--- src/rtl/pemstat_cntbank.sv ---
// Bank of NCH statistics counters with per-channel multi-unit increments, wrap or
// saturate overflow, clear-on-read, host load, sticky carry flags and a carry interrupt.
module pemstat_cntbank #(
    parameter int NCH  = 8,
    parameter int CW   = 12,
    parameter int INCW = 1,
    parameter int SAT  = 0,
    parameter int AW   = 5,
    parameter int DLY  = 1
) (
    input  logic                 clk,
    input  logic                 rst,
    input  logic [NCH-1:0]       inc_vld,
    input  logic [NCH*INCW-1:0]  inc_amt,
    input  logic                 cor_en,
    input  logic                 rd_en,
    input  logic                 wr_en,
    input  logic [AW-1:0]        addr,
    input  logic [30:0]          wdata,
    output logic [30:0]          rdata,
    output logic                 rd_vld,
    input  logic [NCH-1:0]       carry_clr,
    input  logic [NCH-1:0]       carry_mask,
    output logic [NCH-1:0]       carry,
    output logic                 carry_irq
);

    // DLY only shaped update timing in older simulation models; it has no effect on this logic.
    localparam int unused_dly = DLY;

    logic [NCH*CW-1:0] cnt_flat;
    logic [CW-1:0]     rd_sel;

    if (CW < 31) begin : g_wdata_unused
        logic unused_wdata;
        assign unused_wdata = ^wdata[30:CW];
    end

    for (genvar n = 0; n < NCH; n++) begin : g_ch
        logic [INCW-1:0] amt;
        logic [CW:0]     sum;
        logic [CW-1:0]   cnt;
        logic [CW-1:0]   cnt_nxt;
        logic            rd_hit;
        logic            wr_hit;
        logic            carry_set;
        logic            carry_q;

        assign amt    = inc_amt[n*INCW +: INCW];
        assign rd_hit = rd_en && (addr == AW'(n));
        assign wr_hit = wr_en && (addr == AW'(n));
        assign sum    = {1'b0, cnt} + (CW+1)'(amt);

        // NOTE: every output of a combinational block gets a default first, so no path can infer a latch.
        always_comb begin
            cnt_nxt   = cnt;
            carry_set = 1'b0;
            if (wr_hit) begin
                cnt_nxt = wdata[CW-1:0];
            end else if (rd_hit && cor_en) begin
                // An increment landing on the clearing read starts the next interval.
                cnt_nxt = inc_vld[n] ? CW'(amt) : '0;
            end else if (inc_vld[n]) begin
                carry_set = sum[CW];
                cnt_nxt   = (sum[CW] && SAT != 0) ? '1 : sum[CW-1:0];
            end
        end

        // NOTE: the counters are a handful of flops rather than a RAM, so each one is reset to zero
        // and state is updated with non-blocking assignments only.
        always_ff @(posedge clk or posedge rst) begin
            if (rst) begin
                cnt     <= '0;
                carry_q <= 1'b0;
            end else begin
                cnt <= cnt_nxt;
                if (carry_clr[n]) begin
                    carry_q <= 1'b0;
                end else if (carry_set) begin
                    carry_q <= 1'b1;
                end
            end
        end

        assign cnt_flat[n*CW +: CW] = cnt;
        assign carry[n]             = carry_q;
    end

    // Out-of-range addresses match no channel and read back as zero.
    always_comb begin
        rd_sel = '0;
        for (int n = 0; n < NCH; n++) begin
            if (addr == AW'(n)) begin
                rd_sel = cnt_flat[n*CW +: CW];
            end
        end
    end

    always_ff @(posedge clk or posedge rst) begin
        if (rst) begin
            rdata     <= '0;
            rd_vld    <= 1'b0;
            carry_irq <= 1'b0;
        end else begin
            rd_vld    <= rd_en;
            carry_irq <= |(carry & ~carry_mask);
            if (rd_en) begin
                rdata <= 31'(rd_sel);
            end
        end
    end

endmodule

--- config.mk ---
export PLATFORM = sky130hd
export DESIGN_NAME = pemstat_cntbank
export DESIGN_NICKNAME = d
export VERILOG_FILES = /design/src/rtl/pemstat_cntbank.sv
export SDC_FILE = /design/constraint.sdc
export NUM_CORES = 1
export LEC_CHECK = 0
export ABC_CLOCK_PERIOD_IN_PS = 4800
export CAP_MARGIN = 5
export CORE_MARGIN = 10
export CORE_UTILIZATION = 56
export CTS_CLUSTER_SIZE = 12
export DETAILED_ROUTE_END_ITERATION = 8
export PLACE_DENSITY_LB_ADDON = 0.2
export SLEW_MARGIN = 20
export SYNTH_ARGS = -nofsm -noshare
export SYNTH_HDL_FRONTEND = slang
export SYNTH_SLANG_ARGS = --single-unit
--- constraint.sdc ---
create_clock -name clk -period 4.8 [get_ports clk]
set_input_delay 0.72 -clock clk [delete_from_list [all_inputs] [get_ports clk]]
set_output_delay 0.72 -clock clk [all_outputs]
set_load 0.005 [all_outputs]
==> results of run 1 <==
worst min path at each step:
stage / end / depth (start not counted)
2_1_floorplan: g_ch[0].cnt[0] / 2
3_3_place_gp: g_ch[3].carry_q / 2
3_5_place_dp: g_ch[0].cnt[6] / 1
4_1_cts: g_ch[4].carry_q / 2
5_1_grt: g_ch[6].cnt[0] / 1
6_report: g_ch[4].carry_q / 2
kinds of logic (layout without fill, tap and decap cells):
family          Yosys count  after routing  synth area share, %
fa+ha+maj                16             16                 2.25
compound gates          353            353                 29.0
other cells               1             19               0.0421
flops                   118            118                 33.2
buf+inv                 159            170                 8.19
simple gates            435            435                 25.6
mux                      16             16                 1.84
stage by stage:
step / setup slack [ps] / power, mW / util [%] / area (um2)
finish: 1660 / 3.61 / 64.7 / 10200
global route: 1530 / 3.77 / 64.7 / 10200
CTS: 1730 / 3.59 / 64.7 / 10200
detailed placement: 1290 / 2.31 / 61.0 / 9580
global placement: 1320 / 2.29 / 61.0 / 9580
floorplan: 951 / 2.00 / - / 8970
cells in the final DEF, fill, tap and decap left out, drive strengths merged, types with 10 or more instances in the layout:
cell type and count:
buf 18, conb 19, o2bb2ai 17, dfrtp 118
a31oi 24, a221oi 14, a41oi 14, nand4 27
nor2 80, inv 46, a32oi 20, clkdlybuf4s50 74
o211ai 11, a21o 14, a31o 13, a2bb2oi 16
and3 34, a22oi 10, o31ai 13, ha 16
o2bb2a 13, nand2b 15, and2 14, nand3 89
clkbuf 23, a21oi 69, mux2i 13, nand2 88
o21ai 43, and4 16, nor3 21
power breakdown:
| group | internal (mW) | leakage, nW | switching [mW] |
|---|---|---|---|
| logic | 0.377 | 2.29 | 0.461 |
| clock network | 0.800 | 0.283 | 0.476 |
| registers | 1.19 | 1.54 | 0.314 |
| total | 2.36 | 4.11 | 1.25 |
worst min-delay path, stage by stage (launching register included):
cell and delay [ps]:
dfrtp_1 370, inv_1 70, a21oi_1 60
metal layers:
metal | track usage [%] | part of all wire (%)
met3 | 5.44 | 11
met5 | 0 | 0
met1 | 38.7 | 42
met4 | 9.86 | 3.0
met2 | 41.8 | 44
sequential cells by signal, indices dropped and copies added (netlist names):
register / cells
rdata: 12
rd_vld: 1
carry_irq: 1
g_ch.carry_q: 8
g_ch.cnt: 96
layout make-up:
type | instances | area share (%)
Multi-Input combinational cell | 839 | 52.3
Sequential cell | 118 | 29.1
Timing Repair Buffer | 92 | 8.59
Clock buffer | 23 | 4.70
Tap cell | 216 | 2.66
Inverter | 46 | 1.72
Clock inverter | 9 | 0.985
==> qor.txt, run 1 <==
kind of critical path: input port to register
total global routing overflow: 0
Leak: 4.11 nW
WHS: 540 ps
worst skew pair latency: 430 ps
Largest stage delay, worst path: 910 ps
CP max stage cell: clkdlybuf4s50_1
Worst setup EP type: register
status: complete, no violations
Critical Path AT: 3460 ps
Largest delay share family, worst path: simple AND/OR/NAND/NOR gates
area of the multi-input gates: 5310 um2
area grow syn2layout: 14.1%
post-synth top area share: 33.2%
minimum clock period: 3140 ps
Post-CTS Hold Buffers: 0
number of routed nets with antenna violations: 0
power density cells: 356 nW/um2
Worst-Margin Slew: 975 ps
R2R Setup Slk: 2690 ps
clock sinks: 118
vias per cell: 6.85
hold path startpoint: g_ch[4].carry_q
Peak Freq: 0.318 GHz
Max Cap Viol: 0
R2R depth: 5
placed insts: 1311
Post-layout nets: 1203
non-filler cells, final: 1343
Clock Tree Root: clkbuf_16
antenna violations before repair: 1
CTS clock-pin slew for the worst setup and hold paths: 50 ps
final slew viol count: 0
Die Area: 21300 um2
vias in the first global route: 8427
Seq cells post-synth: 118
antenna cells: 0
WL/cell: 22.7 um
share of cells above drive strength 1: 7.90%
drt initial violations: 1309
DR vias: 9205
area leader, netlist: dfrtp_1
crit path max fanout: 30
final hold violations: 0
Post-Syn Instances: 1098
crit path to: rdata[8]
Worst R2R End: g_ch[2].carry_q
GRT Total Usage: 27.7%
Core ar.: 15700 um2
DRC: 0
CTS Buf Count: 17
top cells by count, synth: dfrtp_1, nand3_1, nand2_1, nor2_1, a21oi_1
top-count cell post-synth: dfrtp_1
Synth cell types: 72
Crit path depth: 5
Die H: 146 um
top_reg_cell synth: dfrtp_1
CP cell instances: clkdlybuf4s50_1, nor3_1, nand2_1, a2bb2oi_1, o221a_2
number of synthesized flops with an enable pin: 0
Die Wd: 146 um
Synth Cell Area: 8900 um2
Fillers: 1365
setup TNS: 0 ps
first-pass GRT wire length: 47.7 mm
Critical Path Source: addr[1]
routability cong.: 0.970
Mean Syn Cell Area: 8.11 um2
post-synthesis async set-or-reset flop share: 100%
Register Area: 2950 um2
Pre-antenna DRT Iters: 6
Rows: 46
Ys Warns: 0
CTS tree: done
Total Routed Length: 30.5 mm
num ports: 114
port bufs: 75
maximum root-to-sink buffer count: 2
RSZ-0062 raised after global routing: false
Rel. slew slack: 34.8%
worst hold path class: register to register
Worst EP required: 5110 ps
Max VDD drop: 0.000346 V
Post-CTS Resized: 0
CP startpoint kind: input port
largest net degree at the start of global routing: 70
htree depth: 4
largest cells by area after synthesis: dfrtp_1, nand3_1, a21oi_1
Post-DP HPWL: 21.7 mm
Seq/Total Area, Yosys: 33.2%
Post-CTS Setup Repair Bufs: 0
clk_skew: 9.50 ps
worst r2r src: g_ch[2].cnt[0]
Final Cycle Share: 65.5%
Initial Util: 56.7%
Buffers & Inverters on Critical Path: 1
endpoints failing setup: 0
Power figures use the tool's default switching activity.
==> inputs of run 2 (changes only) <==
Settings changed: ABC_CLOCK_PERIOD_IN_PS 4800 to 3000.
Clock period 4.8 ns to 3 ns, I/O delays scaled along.
==> qor.txt, run 2 (synthesis results as in run 1) <==
Critical Path AT: 2710 ps (was 3460 ps)
routability cong.: 0.939 (was 0.970)
port bufs: 75 (unchanged)
Rows: 46 (unchanged)
WL/cell: 22.4 um (was 22.7 um)
CTS Buf Count: 17 (unchanged)
CP startpoint kind: input port (unchanged)
CTS tree: done (unchanged)
GRT Total Usage: 27.9% (was 27.7%)
DR vias: 9276 (was 9205)
status: complete, no violations (unchanged)
area of the multi-input gates: 5320 um2 (was 5310 um2)
worst hold path class: input port to async pin (was register to register)
area grow syn2layout: 18.0% (was 14.1%)
Initial Util: 56.7% (unchanged)
htree depth: 4 (unchanged)
first-pass GRT wire length: 48.0 mm (was 47.7 mm)
Post-DP HPWL: 22.1 mm (was 21.7 mm)
setup TNS: 0 ps (unchanged)
Peak Freq: 0.417 GHz
kind of critical path: input port to register (unchanged)
RSZ-0062 raised after global routing: false (unchanged)
final slew viol count: 0 (unchanged)
maximum root-to-sink buffer count: 2 (unchanged)
Max Cap Viol: 0 (unchanged)
most frequent cells in the layout: dfrtp_1, nand3_1, nand2_1, nor2_1, clkdlybuf4s50_1 (unchanged)
vias in the first global route: 8551 (was 8427)
Power Internal: 3.93 mW (was 2.36 mW)
share of cells above drive strength 1: 10.7% (was 7.90%)
CP cell instances: clkdlybuf4s50_1, nor4bb_2, buf_4, and2_1, a21oi_1, a221oi_1 (was clkdlybuf4s50_1, nor3_1, nand2_1, a2bb2oi_1, o221a_2)
total global routing overflow: 0 (unchanged)
Rel. slew slack: 42.4% (was 34.8%)
worst skew pair latency: 430 ps (about the same)
Die Wd: 146 um (unchanged)
Max VDD drop: 0.000416 V (was 0.000346 V)
sequential power share: 40.5% (was 41.5%)
CTS clock-pin slew for the worst setup and hold paths: 60 ps (was 50 ps)
crit path max fanout: 14 (was 30)
largest net degree at the start of global routing: 37 (was 70)
CP max stage cell: nor4bb_2 (was clkdlybuf4s50_1)
commonest non-fill, non-tap cell in the layout: dfrtp_1 (unchanged)
endpoints failing setup: 0 (unchanged)
DRC: 0 (unchanged)
Final Cycle Share: 79.9%
num ports: 114 (unchanged)
antenna violations before repair: 0 (was 1)
Post-CTS Resized: 0 (unchanged)
largest register by flop count: g_ch.cnt (unchanged)
Die Area: 21300 um2 (unchanged)
worst setup margin: 602 ps (was 1660 ps)
Largest stage delay, worst path: 670 ps (was 910 ps)
WHS: 509 ps (was 540 ps)
Post-CTS Setup Repair Bufs: 0 (unchanged)
Die H: 146 um (unchanged)
Post-CTS Hold Buffers: 0 (unchanged)
minimum clock period: 2400 ps
drt initial violations: 1340 (was 1309)
combinational share of power: 23.0% (was 23.2%)
Leak: 4.30 nW (was 4.11 nW)
number of routed nets with antenna violations: 0 (unchanged)
Worst EP required: 3320 ps (was 5110 ps)
R2R Setup Slk: 950 ps (was 2690 ps)
R2R depth: 4 (was 5)
antenna cells: 0 (unchanged)
Sw Ratio: 33.7% (was 34.6%)
Pre-antenna DRT Iters: 6 (unchanged)
final hold violations: 0 (unchanged)
Clock Tree Root: clkbuf_16 (unchanged)
Worst-Margin Slew: 861 ps (was 975 ps)
clk_skew: 9.64 ps (was 9.50 ps)
Register Area: 2950 um2 (unchanged)
Worst R2R End: g_ch[2].carry_q (unchanged)
NetSw: 2.00 mW (was 1.25 mW)
Total Routed Length: 30.9 mm (was 30.5 mm)
max reg flops: 96 (unchanged)
top flop regs: g_ch.cnt (96), rdata (12), g_ch.carry_q (8) (unchanged)
pre-CTS setup slack: 198 ps (was 1290 ps)
Core ar.: 15700 um2 (unchanged)
Fillers: 1336 (was 1365)
clock network power share: 36.5% (was 35.3%)
vias per cell: 6.73 (was 6.85)
Worst setup EP type: register (unchanged)
worst r2r src: g_ch[2].cnt[6] (was g_ch[2].cnt[0])
Post-layout nets: 1239 (was 1203)
power density cells: 564 nW/um2 (was 356 nW/um2)
clock sinks: 118 (unchanged)
-- run 2: changes by cell type in the layout (fill, tap and decap cells not counted), moves of 2 or more --
cell       before  now
clkbuf_8        3    1
bufinv_16       2    4
clkinv_2        5    3
buf_4          17   50
buf_12          0    3
-- run 2: worst max-delay path by stage --
stage,startpoint,to,slack (ps),cells past startpoint
floorplan,addr[1],g_ch[5].cnt[0],1010,5
global placement,addr[3],g_ch[2].cnt[11],240,6
detailed placement,addr[4],g_ch[0].cnt[11],200,5
CTS,addr[4],g_ch[0].cnt[11],660,5
global route,addr[3],g_ch[2].cnt[11],430,6
finish,addr[4],g_ch[2].cnt[11],600,6
-- run 2: metrics by stage --
step	instances	util, %	cell area (um2)	power (mW)
final	1378	66.9	10500	5.93
after global routing	1378	66.9	10500	6.20
after CTS	1378	66.8	10500	5.89
after detailed placement	1347	63.0	9890	3.72
after global placement	1347	63.0	9890	3.69
after floorplan	1116	-	8980	3.20
-- run 2: worst max-delay path: cells and delay by family --
kind | cells | cell delay [ps]
compound gates | 2 | 400
simple gates | 2 | 890
buf+inv | 2 | 970
-- run 2: power groups by stage --
stage	sequential (mW)	combinational, mW	clock, mW
after global placement	2.38	1.31	0
after global routing	2.45	1.51	2.24
final	2.40	1.36	2.16
after detailed placement	2.39	1.33	0
after CTS	2.37	1.34	2.17
after floorplan	2.17	1.03	0
-- run 2: final cells by class --
type	count	share of cell area, %
Sequential cell	118	28.1
Timing Repair Buffer	128	11.2
Clock inverter	9	1.44
Tap cell	216	2.57
Multi-Input combinational cell	839	50.6
Inverter	46	1.68
Clock buffer	22	4.32
-- run 2: layer usage --
| layer | routed length (um) | up-vias | global-route usage (%) |
|---|---|---|---|
| met5 | 0 | - | 0 |
| met4 | 1100 | 0 | 10.4 |
| met3 | 3280 | 78 | 5.44 |
| met2 | 13600 | 529 | 42.5 |
| met1 | 12900 | 4434 | 38.6 |
| li1 | - | 4235 | - |
==> inputs of run 3 (changes only) <==
Settings changed: ABC_CLOCK_PERIOD_IN_PS 3000 to 2100, CORE_UTILIZATION 56 to 51.
Clock period 3 ns to 2.1 ns, I/O delays scaled along.
==> qor.txt, run 3 (synthesis results as in run 1) <==
status: complete, no violations (unchanged)
Power Internal: 5.57 mW (was 3.93 mW)
non-filler cells, final: 1512 (was 1378)
crit path max fanout: 17 (was 14)
port bufs: 75 (unchanged)
commonest non-fill, non-tap cell in the layout: buf_4 (was dfrtp_1)
minimum clock period: 1980 ps
htree depth: 4 (unchanged)
CTS Buf Count: 17 (unchanged)
DR vias: 9813 (was 9276)
Max VDD drop: 0.000623 V (was 0.000416 V)
DRC: 0 (unchanged)
CTS clock-pin slew for the worst setup and hold paths: 60 ps (about the same)
met2 GRT Util: 41.9% (was 42.5%)
total global routing overflow: 0 (unchanged)
most frequent cells in the layout: buf_4, dfrtp_1, nand3_1, nand2_1, nor2_1 (was dfrtp_1, nand3_1, nand2_1, nor2_1, clkdlybuf4s50_1)
top flop regs: g_ch.cnt (96), rdata (12), g_ch.carry_q (8) (unchanged)
GRT Total Usage: 27.5% (was 27.9%)
num ports: 114 (unchanged)
GRT met3 Usage: 6.63% (was 5.44%)
maximum root-to-sink buffer count: 2 (unchanged)
Sw Ratio: 34.6% (was 33.7%)
Rel. slew slack: 51.3% (was 42.4%)
clock network power share: 33.5% (was 36.5%)
Rows: 48 (was 46)
Worst setup EP type: register (unchanged)
clk_skew: 6.69 ps (was 9.64 ps)
Post-CTS Resized: 0 (unchanged)
R2R depth: 4 (unchanged)
Register Area: 2950 um2 (unchanged)
share of cells above drive strength 1: 19.5% (was 10.7%)
antenna cells: 0 (unchanged)
routability cong.: 0.961 (was 0.939)
placed insts: 1481 (was 1347)
WL/cell: 21.7 um (was 22.4 um)
vias per cell: 6.49 (was 6.73)
Worst-Margin Slew: 729 ps (was 861 ps)
sequential power share: 40.0% (was 40.5%)
CP startpoint kind: input port (unchanged)
Total Routed Length: 32.8 mm (was 30.9 mm)
number of routed nets with antenna violations: 0 (unchanged)
Post-CTS Setup Repair Bufs: 0 (unchanged)
Leak: 4.91 nW (was 4.30 nW)
max reg flops: 96 (unchanged)
antenna violations before repair: 0 (unchanged)
Max Cap Viol: 0 (unchanged)
Peak Freq: 0.504 GHz
Post-CTS Hold Buffers: 0 (unchanged)
post-layout util: 66.7% (was 66.9%)
combinational share of power: 26.5% (was 23.0%)
drt initial violations: 1338 (was 1340)
gr busiest metal: met2 (unchanged)
Pre-antenna DRT Iters: 8 (was 6)
area of the multi-input gates: 5320 um2 (unchanged)
first-pass GRT wire length: 51.9 mm (was 48.0 mm)
Post-DP HPWL: 24.7 mm (was 22.1 mm)
Die H: 152 um (was 146 um)
Die Wd: 152 um (was 146 um)
Final Instance Area: 11500 um2 (was 10500 um2)
clock sinks: 118 (unchanged)
NetSw: 2.95 mW (was 2.00 mW)
RSZ-0062 raised after global routing: false (unchanged)
Core ar.: 17200 um2 (was 15700 um2)
area grow syn2layout: 28.6% (was 18.0%)
endpoints failing setup: 0 (unchanged)
power density cells: 743 nW/um2 (was 564 nW/um2)
Clock Tree Root: clkbuf_16 (unchanged)
Critical Path AT: 2330 ps (was 2710 ps)
kind of critical path: input port to register (unchanged)
largest register by flop count: g_ch.cnt (unchanged)
Initial Util: 51.8% (was 56.7%)
Die Area: 23100 um2 (was 21300 um2)
worst skew pair latency: 430 ps (about the same)
largest net degree at the start of global routing: 43 (was 37)
Worst EP required: 2450 ps (was 3320 ps)
area post-placement: 10900 um2 (was 9890 um2)
final hold violations: 0 (unchanged)
vias in the first global route: 9298 (was 8551)
final slew viol count: 0 (unchanged)
Final Cycle Share: 94.5%
Post-layout nets: 1364 (was 1239)
worst hold path class: input port to async pin (unchanged)
CTS tree: done (unchanged)
WHS: 229 ps (was 509 ps)
Fillers: 1474 (was 1336)
GR Util met1: 37.0% (was 38.6%)
[run 3: changes by cell type in the layout (fill, tap and decap cells not counted), moves of 2 or more]
cell / change
buf_12: +4
buf_4: +121
bufinv_16: -2
clkinv_2: +3
[run 3: per-stage QoR]
stage	total power [mW]	TNS (ps)	setup WS, ps
5_1_grt	8.94	0	23.9
6_report	8.52	0	116
2_1_floorplan	4.58	0	246
3_5_place_dp	5.60	-19140	-299
3_3_place_gp	5.55	-15530	-273
4_1_cts	8.47	0	138
[run 3: worst max-delay path, stage by stage]
cell,delay (ps)
clkdlybuf4s50_1,450
buf_12,170
or3b_2,550
or4_1,500
a21o_1,190
a31oi_1,150
[run 3: power groups by stage]
stage / clock network (mW) / logic (mW) / registers, mW
after global placement: 0 / 2.17 / 3.38
after detailed placement: 0 / 2.20 / 3.40
after global routing: 2.99 / 2.48 / 3.47
after floorplan: 0 / 1.47 / 3.10
after CTS: 2.88 / 2.22 / 3.36
final: 2.85 / 2.26 / 3.40
[run 3: cell type report]
class                      instances  area share (%)
clock buffer                      21            3.93
inverter                          46            1.54
tap                              225            2.46
sequential                       118            25.8
clock inverter                    10           0.928
multi-input combinational        839            46.4
timing repair buffer             253            18.9
[run 3: worst paths after layout]
kind                                     start              end  slack (ps)
worst min-delay path                       rst   g_ch[3].cnt[4]         230
min in group clk                  carry_clr[6]  g_ch[6].carry_q         410
worst max register to register  g_ch[2].cnt[5]  g_ch[2].carry_q         240
worst max-delay path                   addr[4]   g_ch[3].cnt[0]         120
worst min register to register  g_ch[0].cnt[0]   g_ch[0].cnt[0]         520
max in group asynchronous                  rst  g_ch[2].cnt[10]        1310
[run 3: layer usage]
| metal | share of wire (%) | vias up |
|---|---|---|
| met5 | 0 | - |
| met4 | 4.2 | 0 |
| met3 | 9.3 | 98 |
| met2 | 45 | 540 |
| met1 | 42 | 4694 |
| li1 | - | 4481 |
==> RTL edit 1, RTL diff (flow settings as in run 1) <==
Set the parameter `SAT` to 1 (it was 0).
--- a/src/rtl/pemstat_cntbank.sv
+++ b/src/rtl/pemstat_cntbank.sv
@@ -6,3 +6,3 @@
     parameter int INCW = 1,
-    parameter int SAT  = 0,
+    parameter int SAT  = 1,
     parameter int AW   = 5,
Formal check against the unedited RTL: not equivalent (Yosys sat finds a counterexample within 4 cycles, from zero or initial values and one cycle with rst high).
==> RTL edit 1 against run 1 <==
  * Final area shrank 2.4%
  * Worst setup slack lost 0.18 ns
  * Power grew 5.1%
  * Synthesized area shrank 2.7%
  * Combinational power grew 0.8%
  * First-iteration DRC count shrank 21%
  * Global-route usage grew 0.70 points
  * Synthesized cell count grew 1.2%
  * Sequential cell count is the same
  * Core utilization grew 0.58 points
  * Wire length shrank 3.2%
  * Critical path type unchanged
==> RTL edit 1: results (changes against run 1) <==
* GP Congestion at 0.9848 (was 0.9703)
* Filler Cells Inserted at 1318 (was 1365)
* Worst clock skew on the final layout at 0.01114 ns (was 0.009496 ns)
* Post-synthesis xor/xnor area fraction at 0.003032 (was 0)
* Max FO, Critical Path at 19 (was 30)
* Leak pwr at 4.034 nW (was 4.112 nW)
* Top post-synthesis cells by area: sky130_fd_sc_hd__dfrtp_1 34%, sky130_fd_sc_hd__a21oi_1 6.1%, sky130_fd_sc_hd__nand2_1 5.6%, sky130_fd_sc_hd__nand3_1 5.3%, sky130_fd_sc_hd__o21ai_0 4.3% (was sky130_fd_sc_hd__dfrtp_1 33%, sky130_fd_sc_hd__nand3_1 5.0%, sky130_fd_sc_hd__a21oi_1 3.9%, sky130_fd_sc_hd__nand2_1 3.7%, sky130_fd_sc_hd__nor2_1 3.4%)
* Switch Pwr at 1.325 mW (was 1.252 mW)
* Outcome: finished, final reports clean (unchanged)
* Resize count post-CTS at 0 (unchanged)
* Final HPWL DP at 20.63 mm (was 21.70 mm)
* Multiplexer area fraction after synthesis at 0.01863 (was 0.01841)
* Vias/cell at 6.896 (was 6.854)
* Synth Instances at 1111 (was 1098)
* Instance count after placement with tap cells included at 1307 (was 1311)
* Global-route wire length before repair at 46.17 mm (was 47.74 mm)
* Actual slew at the worst max-slew pin at 0.9632 ns (was 0.9753 ns)
* Final core utilization at 0.6526 (was 0.6468)
* Starting DRT DRC Count at 1040 (was 1309)
* Post-layout nets at 1227 (was 1203)
* Wire length per cell at 22.06 um (was 22.73 um)
* Share of post-route cells with drive strength above 1 at 0.05300 (was 0.07897)
* Maximum number of pins on one net before global-route repair at 68 (was 70)
* Delay of the slowest critical-path stage at 0.89 ns (was 0.91 ns)
* Part of the Yosys area used for sequential elements at 0.3407 (was 0.3316)
* Arrival time of the worst setup path at 3.69 ns (was 3.46 ns)
* Number of global-route vias before repair at 8346 (was 8427)
* Antenna violations before repair at 0 (was 1)
## RTL edit 1: cells by family (layout without fill, tap and decap cells)
family / count (synthesis) / in the layout
AOI/OAI and AO/OA: 377 / 377
xor gates and xnor gates: 3 / 3
adders and majority gates: 16 / 16
buffers and inverters: 138 / 160
DFF: 118 / 118
muxes: 16 / 16
other: 1 / 19
and+or+nand+nor: 442 / 442
## RTL edit 1: power groups by stage
stage / Combinational [mW] / Clock (mW) / Sequential, mW
after global placement: 0.805 / 0 / 1.60
after CTS: 0.830 / 1.34 / 1.59
after floorplan: 0.654 / 0 / 1.45
after global routing: 0.946 / 1.39 / 1.65
after detailed placement: 0.823 / 0 / 1.60
final: 0.845 / 1.33 / 1.62
## RTL edit 1: final cells by class
| type | instances | area (sq um) | share of cell area |
|---|---|---|---|
| clock buffers | 23 | 488.0 | 0.04919 |
| well taps | 188 | 235.2 | 0.02371 |
| repair buffers | 88 | 848.3 | 0.08551 |
| flip-flops and latches | 118 | 2953 | 0.2976 |
| clock inverters | 9 | 122.6 | 0.01236 |
| multi-input cells | 873 | 5121 | 0.5162 |
| inverters | 40 | 152.6 | 0.01539 |
## RTL edit 1: per-layer routing
layer | vias up | global-route usage | part of all wire
met5 | - | 0 | 0
met4 | 0 | 0.1319 | 0.044
met3 | 109 | 0.08659 | 0.12
met2 | 634 | 0.4151 | 0.43
met1 | 4313 | 0.3769 | 0.40
li1 | 4178 | - | -
## RTL edit 1: final timing paths
| kind | start | end | slack, ns | cells after the start |
|---|---|---|---|---|
| worst max-delay path | addr[0] | g_ch[3].cnt[11] | 1.47 | 7 |
| worst min-delay path | g_ch[1].cnt[0] | g_ch[1].cnt[0] | 0.53 | 2 |
| worst max register to register | g_ch[6].cnt[0] | g_ch[6].cnt[4] | 2.36 | 7 |
| worst min register to register | g_ch[1].cnt[0] | g_ch[1].cnt[0] | 0.53 | 2 |
| max in group asynchronous | rst | g_ch[6].cnt[3] | 3.02 | 3 |
| min in group asynchronous | rst | g_ch[3].cnt[7] | 0.83 | 2 |
## RTL edit 1: worst min-delay path, cell delays in order, from the launching register on
cell and delay [ns]:
sky130_fd_sc_hd__dfrtp_1 0.37, sky130_fd_sc_hd__nand2_1 0.05, sky130_fd_sc_hd__o21ai_0 0.06
## RTL edit 1: metrics by stage
step	total power [mW]	instance area [sq um]	worst slack (ns)
3_3_place_gp	2.407	9310	1.146
6_report	3.798	9921	1.471
3_5_place_dp	2.427	9310	1.096
5_1_grt	3.988	9921	1.231
4_1_cts	3.766	9921	1.563
2_1_floorplan	2.106	8733	0.9509
==> RTL edit 2, RTL diff (config.mk and constraints of run 1) <==
Made on the original files. Register the output `carry_irq` once more, cleared by the reset; this adds one clock of latency there. The other outputs are not delayed to match.
--- a/src/rtl/pemstat_cntbank.sv
+++ b/src/rtl/pemstat_cntbank.sv
@@ -29,2 +29,4 @@
     localparam int unused_dly = DLY;
+
+    logic carry_irq_s0;
 
@@ -102,6 +104,6 @@
             rd_vld    <= 1'b0;
-            carry_irq <= 1'b0;
+            carry_irq_s0 <= 1'b0;
         end else begin
             rd_vld    <= rd_en;
-            carry_irq <= |(carry & ~carry_mask);
+            carry_irq_s0 <= |(carry & ~carry_mask);
             if (rd_en) begin
@@ -112,2 +114,10 @@
 
+    always_ff @(posedge clk or posedge rst) begin
+        if (rst) begin
+            carry_irq <= '0;
+        end else begin
+            carry_irq <= carry_irq_s0;
+        end
+    end
+
 endmodule
Function: changed (Yosys sat finds a counterexample within 4 cycles, from zero or initial values and one cycle with rst high).
==> RTL edit 2 against run 1 <==
  * Synthesized area fell by 4.9%
  * Sequential cell count rose by 1
  * Worst setup slack got worse by 0.060 ns
  * Global-route usage rose by 0.70 points
  * Core utilization rose by 0.86 points
  * Power rose by 0.96%
  * Sequential power rose by 8%
  * Via count fell by 2.7%
  * Clock skew rose by 0.00091 ns
  * Final area fell by 5.2%
  * Die area fell by 4.2%
  * Wire length fell by 4.1%
==> RTL edit 2: results (changes against run 1) <==
* Pre-CTS worst setup slack at 1.288 ns (was 1.292 ns)
* Via Count at 8960 (was 9205)
* IR Drop Worst-Case VDD at 0.2771 mV (was 0.3457 mV)
* Worst clock skew on the final layout at 0.01040 ns (was 0.009496 ns)
* Final instance count without filler cells at 1309 (was 1343)
* Part of the Yosys area used for sequential elements at 0.3516 (was 0.3316)
* GP Congestion at 0.9810 (was 0.9703)
* Outcome: finished, final reports clean (unchanged)
* Leak pwr at 3.949 nW (was 4.112 nW)
* Final core utilization at 0.6553 (was 0.6468)
* Normalized max-slew margin at 0.2946 (was 0.3478)
* Post-layout nets at 1201 (was 1203)
* Starting DRT DRC Count at 956 (was 1309)
* Wire length per cell at 22.36 um (was 22.73 um)
* Delay of the slowest critical-path stage at 1.08 ns (was 0.91 ns)
* Multiplexer area fraction after synthesis at 0.003693 (was 0.01841)
* Grt met1 use at 0.3854 (was 0.3868)
* Arrival time of the worst setup path at 3.54 ns (was 3.46 ns)
* Max FO, Critical Path at 25 (was 30)
* Sum of met3 wire segment lengths after detailed routing at 3.525 mm (was 3.290 mm)
* Placed cell areas at 9029 sq um (was 9584 sq um)
* Maximum number of pins on one net before global-route repair at 73 (was 70)
* Clock insertion delay at the later pin of the skew report at 0.43 ns (about the same)
* Synth Instances at 1102 (was 1098)
* Adder-cell share of the synthesized area at 0.02363 (was 0.02248)
* Share of post-route cells with drive strength above 1 at 0.05689 (was 0.07897)
* Number of global-route vias before repair at 8114 (was 8427)
* Area fraction in compound gates after synthesis at 0.2945 (was 0.2896)
* Antenna violations before repair at 0 (was 1)
* Number of distinct library cells after synthesis at 69 (was 72)
* First-pass DRT Iterations at 7 (was 6)
* Overall global routing resource usage at 0.2843 (was 0.2774)
* Fraction of met2 tracks used by global routing at 0.4172 (was 0.4182)
* Met1 Routed Length at 12.05 mm (was 12.80 mm)
[RTL edit 2: cell count changes in the layout (fill, tap and decap cells not counted), sizes merged, moves of 13 or more]
cell | run 1 | this run
a21oi | 69 | 145
nand3 | 89 | 69
inv | 46 | 25
o21ai | 43 | 61
a2bb2oi | 16 | 29
nor2 | 80 | 113
a41oi | 14 | 0
a32oi | 20 | 3
nand2 | 88 | 152
[RTL edit 2: worst paths after layout]
path | cells past startpoint | slack, ns | start | to
worst max-delay path | 6 | 1.60 | addr[2] | g_ch[6].cnt[8]
worst min-delay path | 0 | 0.37 | carry_irq_s0 | carry_irq
worst max register to register | 7 | 2.84 | g_ch[7].cnt[0] | g_ch[7].cnt[10]
worst min register to register | 0 | 0.37 | carry_irq_s0 | carry_irq
max in group asynchronous | 3 | 3.04 | rst | g_ch[2].cnt[0]
min in group asynchronous | 2 | 0.85 | rst | g_ch[6].cnt[4]
[RTL edit 2: kinds of logic (layout without fill, tap and decap cells)]
| family | count (synthesis) | count (layout) |
|---|---|---|
| buffers and inverters | 139 | 144 |
| adder cells (fa/ha/maj) | 16 | 16 |
| AND/OR/NAND/NOR | 441 | 441 |
| other | 1 | 19 |
| multiplexers | 3 | 3 |
| AO/OA/AOI/OAI | 383 | 383 |
| flip-flops | 119 | 119 |
[RTL edit 2: where the power goes]
| group | switching [mW] | internal [mW] |
|---|---|---|
| Clock | 0.465 | 0.842 |
| Sequential | 0.391 | 1.23 |
| Combinational | 0.395 | 0.328 |
| Total | 1.25 | 2.40 |
[RTL edit 2: cell type report]
cell class	instances	share of cell area
clock buffer	24	0.05312
clock inverter	8	0.009612
inverter	26	0.01039
multi-input combinational	862	0.5073
sequential	119	0.3091
tap	184	0.02390
timing repair buffer	86	0.08650
